==> src/rtl/load_store_unit_if.sv <==
// Data-memory request/acknowledge bus between the load/store stage and the word-wide data memory.
interface load_store_unit_if;
  logic        dmem_req;
  logic        dmem_we;
  logic [31:0] dmem_addr;
  logic [3:0]  dmem_be;
  logic [31:0] dmem_wdata;
  logic [31:0] dmem_rdata;
  logic        dmem_ack;

  modport master (
    output dmem_req, dmem_we, dmem_addr, dmem_be, dmem_wdata,
    input  dmem_rdata, dmem_ack
  );

  modport slave (
    input  dmem_req, dmem_we, dmem_addr, dmem_be, dmem_wdata,
    output dmem_rdata, dmem_ack
  );
endinterface

==> src/rtl/load_store_unit.sv <==
// Load/store stage: byte-lane steering, sign-extending loads, stall until ack or timeout.
// Min latency 2 stall cycles (IDLE + one BUSY); memory backpressure simply extends BUSY.
module load_store_unit #(
  parameter int TIMEOUT_CYCLES = 16
) (
  input  logic        clk,
  input  logic        rst_n,
  input  logic        mem_read,
  input  logic        mem_write,
  input  logic [1:0]  sig_size,
  input  logic [31:0] addr,
  input  logic [31:0] store_data,
  output logic [31:0] load_data,
  output logic        stall,
  output logic        misalign,
  output logic        bus_err,
  load_store_unit_if.master dmem
);

  localparam int CW = (TIMEOUT_CYCLES > 2) ? $clog2(TIMEOUT_CYCLES) : 1;
  localparam logic [CW-1:0] CNT_MAX = CW'(TIMEOUT_CYCLES - 1);

  typedef enum logic [1:0] {IDLE, BUSY, DONE} state_t;

  state_t      state_q, state_d;
  logic [CW-1:0] cnt_q, cnt_d;
  logic [31:0] load_data_q, load_data_d;
  logic [31:0] addr_q, addr_d;
  logic [3:0]  be_q, be_d;
  logic [31:0] wdata_q, wdata_d;
  logic        we_q, we_d;
  logic [1:0]  size_q, size_d;
  logic [1:0]  off_q, off_d;

  logic        access, mis_c, stall_c, misalign_c, bus_err_c;
  logic [3:0]  be_c;
  logic [31:0] wdata_c, ext_c;
  logic [7:0]  byte_c;
  logic [15:0] half_c;

  always_comb begin
    access = (mem_read | mem_write) && (sig_size != 2'b11);
    mis_c  = ((sig_size == 2'b01) && addr[0]) ||
             ((sig_size == 2'b10) && (addr[1:0] != 2'b00));
    case (sig_size)
      2'b00:   begin be_c = 4'b0001 << addr[1:0];             wdata_c = {4{store_data[7:0]}};  end
      2'b01:   begin be_c = addr[1] ? 4'b1100 : 4'b0011;      wdata_c = {2{store_data[15:0]}}; end
      default: begin be_c = 4'b1111;                          wdata_c = store_data;            end
    endcase
  end

  // Lane extraction uses the latched offset/size, never the live inputs.
  always_comb begin
    case (off_q)
      2'd0:    byte_c = dmem.dmem_rdata[7:0];
      2'd1:    byte_c = dmem.dmem_rdata[15:8];
      2'd2:    byte_c = dmem.dmem_rdata[23:16];
      default: byte_c = dmem.dmem_rdata[31:24];
    endcase
    half_c = off_q[1] ? dmem.dmem_rdata[31:16] : dmem.dmem_rdata[15:0];
    case (size_q)
      2'b00:   ext_c = {{24{byte_c[7]}}, byte_c};
      2'b01:   ext_c = {{16{half_c[15]}}, half_c};
      default: ext_c = dmem.dmem_rdata;
    endcase
  end

  always_comb begin
    state_d     = state_q;
    cnt_d       = cnt_q;
    load_data_d = load_data_q;
    addr_d      = addr_q;
    be_d        = be_q;
    wdata_d     = wdata_q;
    we_d        = we_q;
    size_d      = size_q;
    off_d       = off_q;
    stall_c     = 1'b0;
    misalign_c  = 1'b0;
    bus_err_c   = 1'b0;
    case (state_q)
      IDLE: begin
        if (access && rst_n) begin
          if (mis_c) begin
            misalign_c = 1'b1;
          end else begin
            stall_c = 1'b1;
            we_d    = mem_write;
            addr_d  = {addr[31:2], 2'b00};
            be_d    = mem_write ? be_c : 4'b0000;
            wdata_d = wdata_c;
            size_d  = sig_size;
            off_d   = addr[1:0];
            cnt_d   = '0;
            state_d = BUSY;
          end
        end
      end
      BUSY: begin
        stall_c = 1'b1;
        if (dmem.dmem_ack) begin
          if (!we_q) load_data_d = ext_c;
          state_d = DONE;
        end else if (cnt_q == CNT_MAX) begin
          bus_err_c   = 1'b1;
          load_data_d = '0;
          state_d     = DONE;
        end else begin
          cnt_d = cnt_q + 1'b1;
        end
      end
      DONE:    state_d = IDLE;
      default: state_d = IDLE;
    endcase
  end

  always_ff @(posedge clk or negedge rst_n) begin
    if (!rst_n) begin
      state_q     <= IDLE;
      cnt_q       <= '0;
      load_data_q <= '0;
      addr_q      <= '0;
      be_q        <= '0;
      wdata_q     <= '0;
      we_q        <= 1'b0;
      size_q      <= 2'b11;
      off_q       <= '0;
    end else begin
      state_q     <= state_d;
      cnt_q       <= cnt_d;
      load_data_q <= load_data_d;
      addr_q      <= addr_d;
      be_q        <= be_d;
      wdata_q     <= wdata_d;
      we_q        <= we_d;
      size_q      <= size_d;
      off_q       <= off_d;
    end
  end

  assign stall           = stall_c;
  assign misalign        = misalign_c;
  assign bus_err         = bus_err_c;
  assign load_data       = misalign_c ? 32'h0 : load_data_q;
  assign dmem.dmem_req   = (state_q == BUSY);
  assign dmem.dmem_we    = we_q;
  assign dmem.dmem_addr  = addr_q;
  assign dmem.dmem_be    = be_q;
  assign dmem.dmem_wdata = wdata_q;

endmodule

==> src/flat_wrapper.sv <==
// flat-port wrapper written by rule: the top's interface ports become plain ports
module load_store_unit_flat 
#(
  parameter int TIMEOUT_CYCLES = 16
)
  (clk, rst_n, mem_read, mem_write, sig_size, addr, store_data, load_data, stall, misalign, bus_err, dmem_dmem_req, dmem_dmem_we, dmem_dmem_addr, dmem_dmem_be, dmem_dmem_wdata, dmem_dmem_rdata, dmem_dmem_ack);
  load_store_unit_if dmem_i ();
  input  logic clk;
  input  logic rst_n;
  input  logic mem_read;
  input  logic mem_write;
  input  logic [1:0] sig_size;
  input  logic [31:0] addr;
  input  logic [31:0] store_data;
  output logic [31:0] load_data;
  output logic stall;
  output logic misalign;
  output logic bus_err;
  output wire logic [$bits(dmem_i.dmem_req)-1:0] dmem_dmem_req;
  output wire logic [$bits(dmem_i.dmem_we)-1:0] dmem_dmem_we;
  output wire logic [$bits(dmem_i.dmem_addr)-1:0] dmem_dmem_addr;
  output wire logic [$bits(dmem_i.dmem_be)-1:0] dmem_dmem_be;
  output wire logic [$bits(dmem_i.dmem_wdata)-1:0] dmem_dmem_wdata;
  input wire logic [$bits(dmem_i.dmem_rdata)-1:0] dmem_dmem_rdata;
  input wire logic [$bits(dmem_i.dmem_ack)-1:0] dmem_dmem_ack;
  assign dmem_dmem_req = dmem_i.dmem_req;
  assign dmem_dmem_we = dmem_i.dmem_we;
  assign dmem_dmem_addr = dmem_i.dmem_addr;
  assign dmem_dmem_be = dmem_i.dmem_be;
  assign dmem_dmem_wdata = dmem_i.dmem_wdata;
  assign dmem_i.dmem_rdata = dmem_dmem_rdata;
  assign dmem_i.dmem_ack = dmem_dmem_ack;
  load_store_unit #(.TIMEOUT_CYCLES(TIMEOUT_CYCLES)) u_core (.clk(clk), .rst_n(rst_n), .mem_read(mem_read), .mem_write(mem_write), .sig_size(sig_size), .addr(addr), .store_data(store_data), .load_data(load_data), .stall(stall), .misalign(misalign), .bus_err(bus_err), .dmem(dmem_i));
endmodule
==> config.mk <==
export PLATFORM = sky130hd
export DESIGN_NAME = load_store_unit_flat
export DESIGN_NICKNAME = d
export VERILOG_FILES = /design/src/rtl/load_store_unit_if.sv /design/src/rtl/load_store_unit.sv /design/src/flat_wrapper.sv
export SDC_FILE = /design/constraint.sdc
export NUM_CORES = 1
export LEC_CHECK = 0
export ABC_AREA = 1
export ABC_CLOCK_PERIOD_IN_PS = 2000
export BUFFER_PORTS_ARGS = -buffer_cell sky130_fd_sc_hd__buf_2
export CORE_MARGIN = 4
export CORE_UTILIZATION = 40
export DETAILED_ROUTE_END_ITERATION = 16
export PLACE_DENSITY = 0.67
export SLEW_MARGIN = 25
export SYNTH_ARGS = -nofsm -noshare
export SYNTH_HDL_FRONTEND = slang
export SYNTH_SLANG_ARGS = --single-unit
==> constraint.sdc <==
create_clock -name clk -period 2 [get_ports clk]
set_clock_uncertainty 0.15 [all_clocks]
set_input_delay 0.2 -clock clk [delete_from_list [all_inputs] [get_ports clk]]
set_output_delay 0.2 -clock clk [all_outputs]
set_load 0.005 [all_outputs]
==> results of run 1 <==
## how the worst max path moves through the flow
stage	startpoint	endpoint	slack (ns)	depth (start not counted)
after global routing	u_core.state_q[0]	load_data[2]	-0.03	9
after floorplan	u_core.size_q[1]	u_core.load_data_q[29]	0.39	9
after CTS	u_core.state_q[1]	load_data[23]	-0.02	8
after global placement	u_core.size_q[1]	u_core.load_data_q[31]	0.28	7
after detailed placement	u_core.size_q[1]	u_core.load_data_q[29]	0.25	7
final	u_core.state_q[0]	load_data[2]	0.03	9
## power groups by stage
stage          combinational (W)  clock (W)  sequential (W)
2_1_floorplan            0.00159          0         0.00342
3_3_place_gp             0.00281          0         0.00345
3_5_place_dp             0.00286          0         0.00344
4_1_cts                  0.00296    0.00181         0.00343
5_1_grt                  0.00338    0.00191         0.00354
6_report                 0.00295    0.00177         0.00343
## area by class of cell
cell class / instances / area share [%]
sequential: 109 / 35.6
multi-input combinational: 544 / 29.9
timing repair buffer: 283 / 24.8
inverter: 64 / 3.13
clock buffer: 9 / 2.94
tap: 176 / 2.87
clock inverter: 7 / 0.832
## flip-flops by register name (all words and copies together) (netlist names)
signal	cells
u_core.dmem.dmem_wdata	32
u_core.size_q	2
u_core.dmem.dmem_addr	30
u_core.cnt_q	4
u_core.state_q	2
u_core.dmem.dmem_we	1
u_core.dmem.dmem_be	4
u_core.off_q	2
u_core.load_data_q	32
## metal layers
layer | routed length [µm] | up-vias | track usage [%]
li1 | - | 2817 | -
met3 | 1380 | 22 | 5.76
met2 | 7870 | 207 | 34.5
met1 | 6990 | 2544 | 26.6
met5 | 9 | - | 0
met4 | 324 | 2 | 6.95
## through the flow
step | cells | worst slack (ns)
2_1_floorplan | 756 | 0.389
3_5_place_dp | 1112 | 0.254
3_3_place_gp | 1112 | 0.277
5_1_grt | 1192 | -0.0346
4_1_cts | 1188 | -0.0187
6_report | 1192 | 0.0291
## cells in the final DEF (no fill, tap or decap), types with 12 or more instances in the layout
| master | count |
|---|---|
| nand2_1 | 354 |
| buf_2 | 204 |
| dfrtp_1 | 107 |
| inv_1 | 59 |
| nor2_1 | 59 |
| dlygate4sd3_1 | 57 |
| nand3_1 | 30 |
| o21ai_0 | 29 |
| o21ai_1 | 25 |
| a21oi_1 | 12 |
| clkbuf_16 | 12 |
## cells by family (layout without fill, tap and decap cells)
kind of cell	after synthesis	count (layout)	synth area share [%]
AND/OR/NAND/NOR	464	464	33.3
flip-flops	109	109	49.6
buffers and inverters	103	363	9.30
AO/OA/AOI/OAI	77	77	7.50
other	1	2	0.0681
adder cells (fa/ha/maj)	1	1	0.227
## critical path, delay by kind of cell (launching register included)
| family | cells | cell delay [ns] |
|---|---|---|
| buffers and inverters | 5 | 0.54 |
| DFF | 1 | 0.40 |
| and+or+nand+nor | 4 | 0.33 |
## timing repair
action / 4_1_cts / 5_1_grt
endpoints found under the setup margin: 33 / 33
resized for setup: 2 / 8
gates cloned: 1 / 3
hold endpoints to repair: 162 / 0
buffers inserted: 2 / 1
hold buffers: 57 / 0
pin swaps: 2 / 3
==> run metrics, run 1 <==
routed len/inst=about 14 µm; Finished Cell Area=about 7700 µm²; Synth area leaders=dfrtp_1, nand2_1, inv_1; Net Sw Frac=a little over a third; CP peak stage delay=roughly 0.4 ns; DP Area=6660 µm²; initial antenna violation count=1; worst-path fanout max=8; CTS Buffer Depth=2; first-pass GRT wire length=26700 µm; Post-synth top flop=dfrtp_1; # setup viols final=0; Routed WL=about 17000 µm; Via density=~4.7; sequential share of power=roughly 42%; HPWL after detailed placement=between 10000 and 15000 µm; post-synthesis cell count=between 700 and 800; syn avg cell area=between 7 and 8 µm²; Die W=125 µm; Antenna Cells=0; Unique masters post-synth=25; total I/O pin count=between 200 and 250; status=complete, no violations; register area=roughly 2700 µm²; Yosys top cell by area=dfrtp_1; RR Startpoint=u_core.size_q[1]; most numerous cell in the Yosys netlist=nand2_1; sw power=roughly 0.003 W; Worst Tran Pin Value=between 0.5 and 0.6 ns; hold path depth=3; root buf cell=clkbuf_16; First DRT Iteration DRCs=340; total CTS buffers=9; hold path startpoint=mem_write; nets=1115; YS warnings=0; DRC=0; core area=13300 µm²; FFs w/ async S/R, synth=100%; min cycle time layout=slightly below 2 ns; f_max=~510 MHz; vias in the first global route=5339; slack of the worst reg-to-reg path=approximately 0.25 ns; Pleak=4.40 nW; final setup TNS=0 ns; area grow syn2layout=39.3%; CP Capture Type=output port; Cell Pwr Density=around 1100 nW/µm²; Hold/Removal Path Class=input port to register; row cnt=between 40 and 50; Clk Latency, worst-skew pair=between 0.3 and 0.4 ns; Fill cells=approximately 1300; slew margin rel.=about three fifths; number of synthesized flops with an enable pin=0; Seq/Total Area, Yosys=between 40% and 50%; WHS Endpoint=u_core.dmem.dmem_be[0]; R2R depth=7; clock share of power=about 22%; Max IR drop VDD=~0.00051 V; clock transition at the registers of the reported paths=about 0.080 ns; RSZ-0062 raised after global routing=true; Final Slew Violations=0; Clock Sink Count=~110; synthesized area=around 5500 µm²; internal power=a little over 0.005 W; grt ovf=0; CTS tree=done; Die H=~130 µm; largest net degree at the start of global routing=110; WS Path Type=register to output port; final worst path period share=just under 100%; Die Footprint=about 16000 µm²; depth of the CTS H-tree=3; total chip power=around 0.0082 W; final core occ=57.5%; post-synth top area share=48.6%; worst r2r dst=u_core.load_data_q[29]; Multi-input gate area=between 2000 and 2500 µm²; Vias=5592; Max-cap violations=0; final hold slack=around 0.0047 ns; Tot GR Track Use=20.9%; PortBufs=between 200 and 250; crit start category=register; Gate power share=a little over a third; Worst EP arrival=approximately 1.6 ns; slowest stage cell on the critical path=dfrtp_1; required time of the critical path=1.65 ns; layout cells sized above 1=approximately 26%; RePlAce Congestion=between 0.8 and 0.9; starting density of the core=approximately 41%; Final ANT Viol Nets=0; critical path cell sequence=inv_2, nand2_2, nor2_4, inv_2, nor2_4, buf_6, clkbuf_16, nor2_1, buf_2; Post-synth top cells=nand2_1, dfrtp_1, inv_1, nor2_1, nand3_1; Seq cells post-synth=~110; drt pass-1 iters=5; endpoints failing hold=0
(Power assumes the default switching activity.)
==> run 2, diff against run 1 <==
ABC_CLOCK_PERIOD_IN_PS = 1930   (was 2000)
clock period = 1.93 ns   (was 2 ns; I/O delays follow)
==> run 2 against run 1 <==
- the flow now finishes with violations (setup timing)
- count of clock-buffer cells in the layout rose by 1
- cell area rose by 1.4%
- die area did not move
- combinational power rose by 6%
- worst hold slack improved by 0.012 ns
- flip-flop and latch count did not move
- global-route usage rose by 0.77 points
==> run metrics, run 2 (same netlist as run 1, synthesis figures left out) <==
RePlAce Congestion=approximately 0.83; endpoints failing hold=0; # setup viols final=31; RSZ-0062 raised after global routing=true; sequential share of power=41.3%; commonest non-fill, non-tap cell in the layout=nand2_1; slack of the worst reg-to-reg path=around 0.13 ns; sw power=about 0.0031 W; RR Startpoint=u_core.size_q[1]; Net Sw Frac=around 36%; f_max=513 MHz; failing checks=setup timing; R2R depth=6; GR Util met3=slightly below 6%; nets=~1100; worst-path fanout max=8; Clock Sink Count=109; DP Worst Slack=between 0.1 and 0.15 ns; CP Capture Type=output port; total CTS buffers=9; most frequent cells in the layout=nand2_1, buf_2, dfrtp_1; grt ovf=0; worst r2r dst=u_core.load_data_q[4]; Pleak=4.43 nW; slowest stage cell on the critical path=dfrtp_1; drt pass-1 iters=6; clock share of power=between 20% and 30%; core area=13300 µm²; area grow syn2layout=41.3%; crit start category=register; total I/O pin count=between 200 and 250; CTS Buffer Depth=2; final hold slack=between 0.015 and 0.02 ns; Tot GR Track Use=a little over a fifth; Worst Setup SP=u_core.state_q[1]; WS Path Type=register to output port; M2 GR Usage=between 30% and 40%; Max IR drop VDD=0.000606 V; Fill cells=between 1000 and 1500; Final ANT Viol Nets=0; final core occ=a little under 60%; Antenna Cells=0; Multi-input gate area=around 2300 µm²; root buf cell=clkbuf_16; initial antenna violation count=1; Worst path top cell family by delay=buffers and inverters; internal power=between 0.005 and 0.006 W; Cell Pwr Density=about 1100 nW/µm²; PortBufs=~210; Via density=~4.8; Die W=about 130 µm; Gate power share=about 36%; depth of the CTS H-tree=3; min cycle time layout=between 1.5 and 2 ns; Worst EP arrival=1.61 ns; GR Util met1=between 20 and 30%; busiest grt layer=met2; first-pass GRT wire length=between 20000 and 30000 µm; hold path depth=4; row cnt=between 40 and 50; clock transition at the registers of the reported paths=0.08 ns; Non-Filler Instances=between 1000 and 1500; largest net degree at the start of global routing=110; starting density of the core=41.2%; Placed Cells incl. Taps=between 1000 and 1500; min setup slack post-route=-0.0202 ns; routed len/inst=approximately 14 µm; slew margin rel.=between 60% and 70%; HPWL after detailed placement=11500 µm; First DRT Iteration DRCs=275; Die H=125 µm; worst path bufs/invs=5; final worst path period share=101%; Worst Tran Pin Value=around 0.6 ns; CTS tree=done; register area=between 2000 and 3000 µm²; required time of the critical path=1.59 ns; DRC=0; status=complete, but fails checks; WHS Endpoint=u_core.load_data_q[25]; CP peak stage delay=roughly 0.39 ns; Routed WL=roughly 17000 µm; Die Footprint=15700 µm²; layout cells sized above 1=27.2%; Clk Latency, worst-skew pair=0.35 ns; Max-cap violations=0; Vias=~5700; hold path startpoint=dmem_dmem_rdata[25]; critical path cell sequence=inv_2, nand2_2, nor2_4, inv_2, nor2_4, buf_12, clkbuf_16, nor2_1, buf_2; vias in the first global route=approximately 5600; Final Slew Violations=0; Hold/Removal Path Class=input port to register
==> run 2: cell types whose count changed in the layout (fill, tap and decap cells not counted), sizes merged <==
cell / previous run / this run
dlygate4sd3: 57 / 63
buf: 223 / 226
inv: 69 / 67
bufinv: 0 / 1
==> run 2: worst max-delay path by stage <==
stage	endpoint	slack, ns	depth (start not counted)
after floorplan	u_core.load_data_q[29]	0.32	9
after global placement	u_core.load_data_q[26]	0.19	7
after detailed placement	u_core.load_data_q[31]	0.14	7
after CTS	load_data[10]	-0.07	9
after global routing	load_data[0]	-0.10	9
final	load_data[9]	-0.02	9
==> run 2: power groups by stage <==
stage | clock network, W | logic, W | registers (W)
2_1_floorplan | 0 | 0.00165 | 0.00354
3_3_place_gp | 0 | 0.00291 | 0.00359
3_5_place_dp | 0 | 0.00295 | 0.00360
4_1_cts | 0.00202 | 0.00309 | 0.00358
5_1_grt | 0.00211 | 0.00356 | 0.00369
6_report | 0.00196 | 0.00314 | 0.00359
==> run 2: worst reg2reg max path, cell delays in order (launching register included) <==
cell and delay [ns]:
dfstp_2 0.60, inv_2 0.14, nand3_1 0.36, o21ai_0 0.15, o21ai_0 0.20, nand2_1 0.08, nand2_1 0.06
==> run 2: cell type report <==
cell class,count,share of cell area (%)
clock buffers,10,3.07
multi-input cells,544,30.0
well taps,176,2.83
clock inverters,6,0.997
inverters,64,3.09
flip-flops and latches,109,35.1
repair buffers,291,24.9
==> run 2: stage by stage <==
step | setup TNS (ns) | total power [W] | cell area [µm²]
finish | -0.314 | 0.00869 | 7780
global route | -3.05 | 0.00937 | 7780
detailed placement | 0 | 0.00655 | 6670
CTS | -1.97 | 0.00868 | 7710
global placement | 0 | 0.00650 | 6670
floorplan | 0 | 0.00519 | 5510
==> run 2: repair_timing <==
action,CTS,global route
pin swaps,2,3
endpoints found under the hold margin,170,0
endpoints found under the setup margin,33,50
resized for setup,9,21
gates cloned,2,2
setup buffers,3,3
hold buffers,63,0
==> run 2: metal layers <==
layer	share of wire (%)	wire length, µm
met5	0.070	12
met4	2.1	358
met2	48	8240
met1	42	7190
met3	8.1	1390
